$ cat src/rtl/abs_pkg.sv
// Shared defaults and types for the absolute-value unit.
package abs_pkg;

  localparam int ABS_WIDTH_DEF    = 8;
  localparam bit ABS_SATURATE_DEF = 1'b1;

  // Operand classes that select how the magnitude is formed.
  typedef enum logic [1:0] {
    MAG_POS = 2'd0,
    MAG_NEG = 2'd1,
    MAG_MIN = 2'd2
  } mag_class_e;

endpackage

$ cat src/rtl/abs_core.sv
// Combinational magnitude, sign and most-negative detection for one operand.
module abs_core
  import abs_pkg::*;
#(
  parameter int WIDTH    = ABS_WIDTH_DEF,
  parameter bit SATURATE = ABS_SATURATE_DEF
) (
  input  logic [WIDTH-1:0] value,
  output logic [WIDTH-2:0] mag,
  output logic             is_min,
  output logic             sign
);

  localparam logic signed [WIDTH-1:0] MIN_VAL = {1'b1, {(WIDTH-1){1'b0}}};

  logic signed [WIDTH-1:0] value_s;
  logic signed [WIDTH-1:0] negated;
  mag_class_e              cls;

  function automatic mag_class_e classify(input logic signed [WIDTH-1:0] v);
    if (!v[WIDTH-1])
      return MAG_POS;
    else if (v == MIN_VAL)
      return MAG_MIN;
    else
      return MAG_NEG;
  endfunction

  // The most-negative operand has no representable magnitude; clamp or wrap.
  function automatic logic [WIDTH-2:0] sat_mag();
    logic [WIDTH-2:0] m;
    m = SATURATE ? {(WIDTH-1){1'b1}} : {(WIDTH-1){1'b0}};
    return m;
  endfunction

  assign value_s = value;
  assign negated = '0 - value_s;

  always_comb begin
    cls    = classify(value_s);
    sign   = value_s[WIDTH-1];
    is_min = (cls == MAG_MIN);
    mag    = '0;
    case (cls)
      MAG_POS: mag = value_s[WIDTH-2:0];
      MAG_NEG: mag = negated[WIDTH-2:0];
      default: mag = sat_mag();
    endcase
  end

endmodule

$ cat src/rtl/abs.sv
// Registered absolute-value unit: one output register stage plus valid.
module abs
  import abs_pkg::*;
#(
  parameter int WIDTH    = ABS_WIDTH_DEF,
  parameter bit SATURATE = ABS_SATURATE_DEF
) (
  input  logic             clk,
  input  logic             Reset,
  input  logic             in_valid,
  input  logic [WIDTH-1:0] signed_value,
  output logic [WIDTH-2:0] result,
  output logic             neg,
  output logic             ov,
  output logic             out_valid
);

  logic [WIDTH-2:0] mag_p0;
  logic             is_min_p0;
  logic             sign_p0;

  logic [WIDTH-2:0] result_p1;
  logic             neg_p1;
  logic             ov_p1;
  logic             vld_p1;

  abs_core #(
    .WIDTH   (WIDTH),
    .SATURATE(SATURATE)
  ) u_core (
    .value (signed_value),
    .mag   (mag_p0),
    .is_min(is_min_p0),
    .sign  (sign_p0)
  );

  // p0 -> p1: data registers update only on a valid operand and hold otherwise.
  always_ff @(posedge clk) begin
    if (Reset) begin
      result_p1 <= '0;
      neg_p1    <= 1'b0;
      ov_p1     <= 1'b0;
      vld_p1    <= 1'b0;
    end else begin
      vld_p1 <= in_valid;
      if (in_valid) begin
        result_p1 <= mag_p0;
        neg_p1    <= sign_p0;
        ov_p1     <= is_min_p0;
      end
    end
  end

  assign result    = result_p1;
  assign neg       = neg_p1;
  assign ov        = ov_p1;
  assign out_valid = vld_p1;

endmodule

$ cat config.mk
export PLATFORM = sky130hd
export DESIGN_NAME = abs
export DESIGN_NICKNAME = d
export VERILOG_FILES = /design/src/rtl/abs_pkg.sv /design/src/rtl/abs_core.sv /design/src/rtl/abs.sv
export SDC_FILE = /design/constraint.sdc
export NUM_CORES = 1
export LEC_CHECK = 0
export CAP_MARGIN = 20
export CELL_PAD_IN_SITES_DETAIL_PLACEMENT = 1
export CELL_PAD_IN_SITES_GLOBAL_PLACEMENT = 1
export CORE_UTILIZATION = 30
export DETAILED_ROUTE_END_ITERATION = 10
export PLACE_DENSITY = 0.89
export SYNTH_ARGS = -nofsm -noshare
export SYNTH_HDL_FRONTEND = slang
export SYNTH_SLANG_ARGS = --single-unit
$ cat constraint.sdc
create_clock -name clk -period 2.1 [get_ports clk]
set_input_delay 0.315 -clock clk [delete_from_list [all_inputs] [get_ports clk]]
set_output_delay 0.315 -clock clk [all_outputs]
set_load 0.02 [all_outputs]
==> summary.md <==
| Metric | Value |
|---|---|
| Vias in the first global route | 475 |
| Hold-fix buffers at CTS | 0 |
| Filler cell count | 179 |
| Total grt overflow | 0 |
| R2R depth | 2 |
| CP Launch Type | primary input |
| GR Util All Layers | 0.162 |
| Multi-input gate area | 262 um^2 |
| Commonest non-fill, non-tap cells in the layout | clkdlybuf4s50_1, dfxtp_1, nor2_1 |
| TNS Setup | 0 ns |
| Starting Density | 0.324 |
| Post-DP HPWL | 1.01 mm |
| Syn Nets | 65 |
| Critical path peak fanout | 5 |
| Die area | 0.00179 mm^2 |
| Post-synthesis cell type count | 23 |
| DRT Pass-1 Iters | 2 |
| CTS buffer count | 3 |
| Post-synth top area cell | dfxtp_1 |
| Hold WC Path Type | flip-flop to flip-flop |
| Final-stage net count | 89 |
| Layout area overhead | 54.1% |
| Synth Register Bits | 10 |
| Layout cells sized above 1 | 0.132 |
| Avg Cell Area, Syn | 9.21 um^2 |
| Core ar. | 0.00151 mm^2 |
| CP Cell Sequence | clkdlybuf4s50_1, or3_4, or4_4, a311oi_1 |
| Hold WS | 0.479 ns |
| CTS Buffer Depth | 2 |
| Status | finished, final reports clean |
| Utilization after layout | 0.499 |
| Final WL | 1.26 mm |
| Fin. max-slew vios | 0 |
| Number of synthesized flops with an enable pin | 0 |
| # diodes | 0 |
| Crit end category | flip-flop |
| 1st-iter DRT viols | 6 |
| Post-route antenna net violation count | 0 |
| Reg-to-reg endpoint | result[4]$_SDFFE_PP0P_ |
| Critical path class | primary input to flip-flop |
| Hold Path Stages | 2 |
| Initial antenna violation count | 0 |
| Top post-synthesis cells by area | dfxtp_1, a311oi_1, mux2i_1 |
| Buf/Inv on CP | 1 |
| Die H | 42.3 um |
| Die W | 42.3 um |
| Worst-path clk slew | 0.07 ns |
| Max-cap violation count | 0 |
| Hold Vio Cnt, Final | 0 |
| RD Place Congestion | 0.785 |
| YS warnings | 0 |
| Post-Syn Area | 488 um^2 |
| Via count | 474 |
| Critical path arrival | 2.02 ns |
| Critical path's slowest cell | or4_4 |
| Post-DR wirelength/cell | 13.7 um |
| Fin crit period | 1.86 ns |
| Skew-Pair Late Insertion Delay | 0.26 ns |
| Delay-heaviest family, CP | simple AND/OR/NAND/NOR gates |
| Clock sink count | 10 |
| Worst-Margin Slew | 0.421 ns |
| Port buffer count | 20 |
| Hold EP | result[6]$_SDFFE_PP0P_ |
| # DRC | 0 |
| VDD IR-drop max | 0.246 mV |
| Crit-path max cell delay | 0.53 ns |
| Hold path startpoint | result[6]$_SDFFE_PP0P_ |
| Row cnt | 14 |
| Achievable Freq | 539 MHz |
| Final setup fails | 0 |
| Final worst slack | 0.244 ns |
| PD cells | 659 mW/mm^2 |
| CTS resizes | 0 |
| Share of the synthesized area in the top cell type | 0.410 |
| RSZ-0062 raised after global routing | no |
| P_leak | 0.291 nW |
| Seq. cell area | 200 um^2 |
| CTS H-Tree Depth | 1 |
| TritonCTS clock tree | done |
| Largest net degree at the start of global routing | 12 |
| Clk_skew | 0 ns |
| Global-route wire length before repair | 2.16 mm |
| Clk root buf | clkbuf_4 |
| Seq/Total Area, Yosys | 0.410 |
| Prevailing post-synth register cell | dfxtp_1 |
| Detailed-route vias per instance | 5.15 |
| RR Startpoint | result[4]$_SDFFE_PP0P_ |
| Max transition margin | 0.717 |
| Post-Syn Instances | 53 |
| FF-to-FF setup slack | 1.31 ns |
| Required time worst endpoint | 2.26 ns |
| Post-CTS setup buffers | 0 |
| Io pins | 21 |
| Async set-or-reset flop fraction in the synthesized netlist | 0 |
| Final cycle utilization of the critical path | 0.884 |
| Post-place setup slack | 0.0109 ns |
| Most common cell after layout, fill and taps aside | clkdlybuf4s50_1 |
==> worst max path at each step <==
stage                                from                endpoint  depth (start not counted)
after floorplan           signed_value[4]  result[0]$_SDFFE_PP0P_                          3
after global placement    signed_value[4]  result[3]$_SDFFE_PP0P_                          4
after detailed placement  signed_value[4]  result[4]$_SDFFE_PP0P_                          4
after CTS                 signed_value[4]  result[4]$_SDFFE_PP0P_                          4
after global routing      signed_value[4]  result[4]$_SDFFE_PP0P_                          4
final                     signed_value[4]  result[4]$_SDFFE_PP0P_                          4
==> synth_stat cells (2+ instances only) <==
cell type and n:
a311oi_1 5, clkbuf_1 3, dfxtp_1 10, inv_1 3
mux2i_1 3, nor2_1 8, nor2b_1 2, nor4_1 2
o31ai_1 2, xor2_1 2
==> cell type report <==
cell class,count,share of cell area
inverters,3,0.0150
well taps,16,0.0266
repair buffers,23,0.296
multi-input cells,36,0.348
clock buffers,4,0.0483
flip-flops and latches,10,0.266
==> where the power goes <==
group	switching, mW	internal, mW
clock	0.0674	0.105
combinational	0.0545	0.0599
sequential	0.00592	0.202
==> flip-flops by register name (all words and copies together), names as in the netlist <==
register   flops
neg            1
out_valid      1
ov             1
result         7
==> tightest hold or removal path, delay by kind of cell, from the launching register on <==
family          cells  cell delay [ns]
compound gates      1             0.05
flops               1             0.31
simple gates        1             0.07
==> per-stage QoR <==
step	total power, mW	cell area, um^2	std cells
floorplan	0.267	488	53
global placement	0.323	716	88
detailed placement	0.327	716	88
CTS	0.501	752	92
global route	0.521	752	92
finish	0.495	752	92
==> logic make-up after synthesis <==
kind of cell | Yosys count | share of synthesized area
DFF | 10 | 0.410
muxes | 3 | 0.0615
AOI/OAI and AO/OA | 11 | 0.185
xor gates and xnor gates | 3 | 0.0539
and+or+nand+nor | 18 | 0.210
buffers and inverters | 7 | 0.0538
adders and majority gates | 1 | 0.0256
==> metal layers <==
metal | global-route usage | wire length [um]
met1 | 0.200 | 589
met2 | 0.271 | 595
met3 | 0.0302 | 46
met4 | 0.0750 | 25
met5 | 0 | 0
No activity file was read; power rests on OpenSTA's default activity.
